$ cat config.mk
export PLATFORM = sky130hd
export DESIGN_NAME = instruction_loader
export DESIGN_NICKNAME = d
export VERILOG_FILES = /design/src/rtl/instruction_loader.sv
export SDC_FILE = /design/constraint.sdc
export NUM_CORES = 1
export LEC_CHECK = 0
export CAP_MARGIN = 0
export CORE_ASPECT_RATIO = 0.7
export CORE_UTILIZATION = 54
export CTS_BUF_LIST = sky130_fd_sc_hd__clkbuf_4
export DETAILED_ROUTE_END_ITERATION = 10
export PLACE_DENSITY = 0.79
export SLEW_MARGIN = 20
export SYNTH_ARGS = -nofsm -noshare
export SYNTH_HDL_FRONTEND = slang
export SYNTH_SLANG_ARGS = --single-unit
$ cat constraint.sdc
create_clock -name clock -period 2.4 [get_ports clock]
set_input_delay 0.48 -clock clock [delete_from_list [all_inputs] [get_ports clock]]
set_output_delay 0.48 -clock clock [all_outputs]
set_load 0.01 [all_outputs]
$ cat src/rtl/instruction_loader.sv
// instruction_loader
//   Boot-time program loader. Receives a length-prefixed byte stream
//   (N high byte, N low byte, 4*N data bytes MSB-first, optional checksum)
//   over a valid/ready handshake, packs big-endian 32-bit words and writes
//   them to instruction RAM from address 0. Holds the core in reset while
//   loading or after an error.
//
//   Build option: define LOADER_CHECKSUM_EN to require a trailing byte equal
//   to the modulo-256 sum of all data bytes (adds the CHECK state).
//
// Ports
//   clock       system clock, rising edge
//   reset       asynchronous active-low reset
//   start       one-cycle pulse, begins a session from IDLE/DONE/ERR
//   byte_data   stream byte
//   byte_valid  byte_data valid
//   byte_ready  loader accepts a byte this cycle
//   wr_en       one-cycle instruction RAM write strobe
//   wr_addr     write word address (holds last value outside a write)
//   wr_data     write word (holds last value outside a write)
//   cpu_hold    processor reset request
//   done        successful load, level until next start
//   error       aborted load, level until next start
//   word_count  words written in this session
module instruction_loader #(
  parameter int ADDR_W = 10,
  parameter int DEPTH  = 151
) (
  input  logic              clock,
  input  logic              reset,
  input  logic              start,
  input  logic [7:0]        byte_data,
  input  logic              byte_valid,
  output logic              byte_ready,
  output logic              wr_en,
  output logic [ADDR_W-1:0] wr_addr,
  output logic [31:0]       wr_data,
  output logic              cpu_hold,
  output logic              done,
  output logic              error,
  output logic [ADDR_W-1:0] word_count
);

  typedef enum logic [2:0] {
    S_IDLE,
    S_LEN_HI,
    S_LEN_LO,
    S_DATA,
    S_WRITE,
    S_DONE,
    S_ERR
`ifdef LOADER_CHECKSUM_EN
    , S_CHECK
`endif
  } state_t;

  state_t            state_q, state_d;
  logic [15:0]       len_q;
  logic [31:0]       asm_q;
  logic [1:0]        idx_q;
  logic [ADDR_W-1:0] addr_q;
  logic [ADDR_W-1:0] count_q;

  logic              accept;
  logic              start_take;
  logic [15:0]       len_full;
  logic [15:0]       count_next;
  logic              last_word;

`ifdef LOADER_CHECKSUM_EN
  logic [7:0]        sum_q;
`endif

  assign accept     = byte_valid && byte_ready;
  assign start_take = start && (state_q == S_IDLE || state_q == S_DONE ||
                                state_q == S_ERR);
  assign len_full   = {len_q[15:8], byte_data};
  assign count_next = 16'(count_q) + 16'd1;
  assign last_word  = (count_next == len_q);
  assign word_count = count_q;

  always_ff @(posedge clock or negedge reset) begin
    if (!reset) state_q <= S_IDLE;
    else        state_q <= state_d;
  end

  always_comb begin
    state_d    = state_q;
    byte_ready = 1'b0;
    wr_en      = 1'b0;
    cpu_hold   = 1'b1;
    done       = 1'b0;
    error      = 1'b0;
    case (state_q)
      S_IDLE: begin
        cpu_hold = 1'b0;
        if (start) state_d = S_LEN_HI;
      end
      S_LEN_HI: begin
        byte_ready = 1'b1;
        if (byte_valid) state_d = S_LEN_LO;
      end
      S_LEN_LO: begin
        byte_ready = 1'b1;
        if (byte_valid) begin
          if (len_full == 16'd0 || len_full > 16'(DEPTH)) state_d = S_ERR;
          else                                            state_d = S_DATA;
        end
      end
      S_DATA: begin
        byte_ready = 1'b1;
        if (byte_valid && idx_q == 2'd3) state_d = S_WRITE;
      end
      S_WRITE: begin
        wr_en = 1'b1;
        if (last_word) begin
`ifdef LOADER_CHECKSUM_EN
          state_d = S_CHECK;
`else
          state_d = S_DONE;
`endif
        end else begin
          state_d = S_DATA;
        end
      end
`ifdef LOADER_CHECKSUM_EN
      S_CHECK: begin
        byte_ready = 1'b1;
        if (byte_valid) state_d = (byte_data == sum_q) ? S_DONE : S_ERR;
      end
`endif
      S_DONE: begin
        cpu_hold = 1'b0;
        done     = 1'b1;
        if (start) state_d = S_LEN_HI;
      end
      S_ERR: begin
        error = 1'b1;
        if (start) state_d = S_LEN_HI;
      end
      default: state_d = S_IDLE;
    endcase
  end

  // The outgoing word/address are captured on the fourth byte so they are
  // valid throughout WRITE and then simply hold until the next write.
  always_ff @(posedge clock or negedge reset) begin
    if (!reset) begin
      len_q   <= '0;
      asm_q   <= '0;
      idx_q   <= '0;
      addr_q  <= '0;
      count_q <= '0;
      wr_addr <= '0;
      wr_data <= '0;
`ifdef LOADER_CHECKSUM_EN
      sum_q   <= '0;
`endif
    end else if (start_take) begin
      idx_q   <= '0;
      addr_q  <= '0;
      count_q <= '0;
`ifdef LOADER_CHECKSUM_EN
      sum_q   <= '0;
`endif
    end else begin
      case (state_q)
        S_LEN_HI: if (accept) len_q[15:8] <= byte_data;
        S_LEN_LO: if (accept) len_q[7:0]  <= byte_data;
        S_DATA: begin
          if (accept) begin
            asm_q[8*(3-int'(idx_q)) +: 8] <= byte_data;
            idx_q <= idx_q + 2'd1;
`ifdef LOADER_CHECKSUM_EN
            sum_q <= sum_q + byte_data;
`endif
            if (idx_q == 2'd3) begin
              wr_data <= {asm_q[31:8], byte_data};
              wr_addr <= addr_q;
            end
          end
        end
        S_WRITE: begin
          addr_q  <= addr_q + 1'b1;
          count_q <= count_q + 1'b1;
        end
        default: ;
      endcase
    end
  end

endmodule

== Word level (Yosys, flattened, before mapping) ==
Cells that the tools add are included.
W data, S select, Z words.

* Mux-type cells: 20
* Bitwise gates (word level): 1
* Add/subtract/negate cells: 6
* Reduce and logical (&&, ||, !) cells: 20
* Eq/ne operators: 12
* $lt $le $gt $ge: 1
* Shift-type cells: 2

{| class="wikitable"
|+ Operator list
! operator !! number
|-
| $mux W10 || 4
|-
| $neg A6 Y33 || 1
|-
| $shift A8 B33 Y32 const A || 1
|-
| $shiftx A8 B33 Y32 || 1
|-
| $bwmux W32 || 1
|-
| $add A10 B1 Y10 const B || 2
|-
| $mux W3 || 6
|-
| $eq A11 B16 Y1 || 1
|-
| $gt A16 B8 Y1 const B || 1
|-
| $logic_not A16 Y1 || 1
|-
| $pmux W3 S5 || 1
|-
| $add A10 B1 Y11 const B || 1
|-
| $eq A3 B3 Y1 const B || 3
|-
| $reduce_and A3 Y1 || 3
|-
| $reduce_and A4 Y1 || 2
|-
| $eq A3 B2 Y1 const B || 2
|-
| $mux W2 || 3
|-
| $ne A2 B2 Y1 const B || 3
|-
| $reduce_bool A2 Y1 || 3
|-
| $reduce_or A3 Y1 || 2
|-
| $mux W1 || 5
|-
| $eq A3 B1 Y1 const B || 1
|-
| $logic_and A1 B1 Y1 || 3
|-
| $logic_not A3 Y1 || 1
|-
| 8 further kinds || 10
|}

* Output and inout port bits: 57
* Register bits: 115

== Longest topological paths before layout ==
* Word-level depth: 7
* Gate-level depth with buffers: 8

== Least setup slack after synthesis ==
Ideal clock, no wire load.

* Path type: flip-flop to flip-flop
* Start: register count_q[0] (netlist: word_count[0])
* End: register state_q[1]
* Path slack: 0.277 ns
* Setup time: 0.124 ns
* Arrival: 2.000 ns
* Cell stages (with the launch flop): 8
* Period minus slack after synthesis: 2.123 ns
* Cell sequence: dfrtp_1 > ha_1 > nand3_4 > or4_1 > a211o_1 > nand3_1 > nand4_1 > a211o_1

* Longest elaborated chain between the ends: 4

{| class="wikitable"
|+ Ends and longest elaborated chain
! element !! RTL line !! source
|-
| start, declared || 62 || <nowiki>logic [ADDR_W-1:0] count_q;</nowiki>
|-
| start signal, assigned || 185 || <nowiki>count_q <= count_q + 1'b1;</nowiki>
|-
| $add A10 B1 Y11 || 78 || <nowiki>assign count_next = 16'(count_q) + 16'd1;</nowiki>
|-
| $eq A11 B16 Y1 || 79 || <nowiki>assign last_word = (count_next == len_q);</nowiki>
|-
| $mux W3 || 116 || <nowiki>if (last_word) begin</nowiki>
|-
| $pmux W3 S5 || 94 || <nowiki>case (state_q)</nowiki>
|-
| end signal, assigned || 84 || <nowiki>else state_q <= state_d;</nowiki>
|-
| end, declared || 57 || <nowiki>state_t state_q, state_d;</nowiki>
|}

No other way between the ends.
A chain may end at the register's enable or synchronous reset.

== Worst setup path in the final report ==
* Start: register state_q[0]
* End: output error

* Longest elaborated chain between the ends: 2

{| class="wikitable"
|+ Ends and longest elaborated chain
! element !! RTL line !! source
|-
| $eq A3 B3 Y1 || 94 ||
|-
| $mux W1 || 94 ||
|-
| end, declared || 40 || <nowiki>output logic error,</nowiki>
|}

No other way between the ends.

==> impl_metrics.json <==
{
  "synth_fa_ha_area_share_pct": 1.53,
  "fin_cells": 672,
  "worst-path-max-fanout": 6,
  "max_freq_mhz": 431,
  "status": "completed",
  "area_growth_pct": 24.1,
  "cts.sinks": 107,
  "synth_top_family_by_area": "simple AND/OR/NAND/NOR gates",
  "cts_buffers": 9,
  "arrival_ps": 1840,
  "nFillCells": 671,
  "wl_per_cell_um": 16.7,
  "crit_path_start_kind": "register",
  "fin_util_pct": 70.6,
  "grt_pass1_vias": 3494,
  "worstSetupPathType": "reg -> out",
  "ys.flop_type": "dfrtp_1",
  "synth-simple-area-share_pct": 15.0,
  "dieHeight_um": 81.7,
  "relSlewSlack_pct": 67.9,
  "r2r_end": "state_q[1]$_DFFE_PN0P_",
  "htreeDepth": 3,
  "register_area_um2": 2680,
  "fin_skew_ps": 21.2,
  "io_buffers": 68,
  "cts_buffer_depth": 2,
  "drtAntennaViolNets": 0,
  "rsz0062_at_grt": "no",
  "gp_congestion": 0.914,
  "ys_seq_elements": 107,
  "drive_gt1_share_pct": 20.3,
  "nets": 565,
  "synth_area_per_cell_um2": 10.8,
  "multiInputGateArea_um2": 2110,
  "grt_pass1_wl_mm": 17.9,
  "grt_max_degree": 54,
  "r2r_start": "word_count[1]$_DFFE_PN0P_",
  "startpoint": "state_q[0]$_DFFE_PN0P_",
  "yosys_warnings": 0,
  "clk_latency_ps": 480,
  "fin_crit_sh_pct": 96.7,
  "hold_viol": 0,
  "final_common_cell": "dfrtp_1",
  "synth_nets": 471,
  "cp_data_required_time_ps": 1920,
  "io_pins": 69,
  "syn_inst": 453,
  "hpwl_mm": 7.82,
  "route.vias.total": 3697,
  "fin_setup_tns_ps": 0,
  "grt_overflow": 0,
  "coreArea_um2": 8620,
  "die_area_um2": 9470,
  "cp-end-kind": "output port",
  "track_usage_pct": 25.6,
  "synth_edf_count": 0,
  "synthesis.area_um2": 4900,
  "dr.pass1.iters": 5,
  "dr.first_iter.drc_count": 214,
  "setup_viol": 0,
  "irDropWorstVdd_v": 0.000485,
  "start_util_pct": 56.9,
  "synthMuxAreaShare_pct": 13.3,
  "slew_viol_final": 0,
  "routed_wirelength_mm": 11.2,
  "synth_compound_area_share_pct": 10.0,
  "ys_types": 47,
  "antenna_cells": 0,
  "p_per_area_nw_per_um2": 913,
  "cp-endpoint": "error",
  "period_minus_slack_ps": 2320,
  "ys_seq_area_share_pct": 54.6,
  "worst_pin_slew_ps": 481,
  "drc": 0,
  "r2r_cells": 7,
  "rows": 28,
  "die_w_um": 116,
  "cts_root_buffer": "clkbuf_4",
  "r2r_setup_slack_ps": 190,
  "power.leakage_uw": 0.00276,
  "final_cell_mix": "104 x dfrtp_1, 77 x nand2_1, 66 x clkdlybuf4s50_1, 58 x mux2_2, 50 x o21ai_0",
  "ys_async_sr_fraction_pct": 100,
  "grt_antenna_before_repair": 0,
  "maxCapViolCount": 0,
  "cts.reportedPaths.clkPinSlew_ps": 170,
  "cts_tree": "yes",
  "hold_path.class": "in -> async",
  "dp_cells": 648,
  "viasPerCell": 5.50,
  "synth-xor-area-share_pct": 3.04
}
==> registers in the layout, summed over array words and instances (netlist names) <==
name	flops
addr_q	10
word_count	10
idx_q	2
wr_addr	10
wr_data	32
state_q	3
asm_q	24
len_q	16
==> worst max-delay path: stages (launching register included) <==
cell and delay (ps):
dfrtp_2 480, inv_1 130, and3_1 210, clkdlybuf4s50_1 540
==> how the worst min path moves through the flow <==
stage / depth (start not counted) / to
after floorplan: 0 / addr_q[0]$_DFFE_PN0P_
after CTS: 2 / asm_q[13]$_DFFE_PN0P_
after detailed placement: 1 / wr_data[10]$_DFFE_PN0P_
after global placement: 2 / asm_q[18]$_DFFE_PN0P_
after global routing: 2 / asm_q[13]$_DFFE_PN0P_
final: 2 / asm_q[11]$_DFFE_PN0P_
==> kinds of logic after synthesis <==
| group | Yosys count |
|---|---|
| adder cells (fa/ha/maj) | 6 |
| flip-flops | 107 |
| AND/OR/NAND/NOR | 153 |
| buffers and inverters | 29 |
| AO/OA/AOI/OAI | 83 |
| multiplexers | 58 |
| XOR/XNOR | 17 |
==> through the flow <==
stage / cell area [um^2] / worst slack (ps) / total power (uW) / hold WS (ps)
6_report: 6080 / 78.4 / 5550 / 486
5_1_grt: 6080 / 2.21 / 5920 / 499
4_1_cts: 6070 / 19.8 / 5550 / 469
3_5_place_dp: 5880 / 165 / 4570 / 466
3_3_place_gp: 5880 / 181 / 4490 / 463
2_1_floorplan: 4900 / 277 / 3730 / 184
==> cell type report <==
| type | count | area share [%] |
|---|---|---|
| flip-flops and latches | 107 | 44.1 |
| multi-input cells | 317 | 34.7 |
| repair buffers | 101 | 15.9 |
| well taps | 120 | 2.47 |
| clock inverters | 7 | 1.13 |
| clock buffers | 9 | 1.11 |
| inverters | 11 | 0.679 |
==> timing repair <==
item / in CTS / in global routing
resized for setup: 3 / 1
hold buffers: 1 / 0
setup endpoints to repair: 5 / 2
hold endpoints to repair: 34 / 0
buffers inserted: 5 / 2
==> Yosys cell counts, drive strengths merged, types with 3 or more instances <==
cell type / n / share of area, %
nand4: 4 / 0.64
xnor2: 10 / 1.8
o31ai: 4 / 0.61
or3: 3 / 0.38
a211oi: 3 / 0.46
and3: 8 / 1.0
a211o: 4 / 0.71
nor2: 24 / 1.8
nor4: 3 / 0.51
dfrtp: 107 / 55
buf: 9 / 0.97
nand3: 10 / 1.3
clkbuf: 9 / 0.69
nor2b: 3 / 0.38
nand2: 77 / 5.9
nand2b: 4 / 0.51
inv: 11 / 0.84
o21ai: 50 / 5.1
mux2: 58 / 13
nor3: 4 / 0.51
a21oi: 8 / 0.82
and2: 4 / 0.51
xor2: 7 / 1.3
ha: 6 / 1.5
==> metal layers <==
metal	global-route usage [%]	up-vias	part of all wire, %
met1	36.5	1783	48
li1	-	1771	-
met2	38.8	127	44
met4	6.79	0	1.7
met5	0	-	0
met3	6.94	16	6.3
==> where the power goes <==
part	switching, uW	internal (uW)	leakage (uW)
Sequential	357	2230	0.00144
Clock	594	312	0.0000632
Combinational	1030	1020	0.00126
Power figures use the tool's default switching activity.
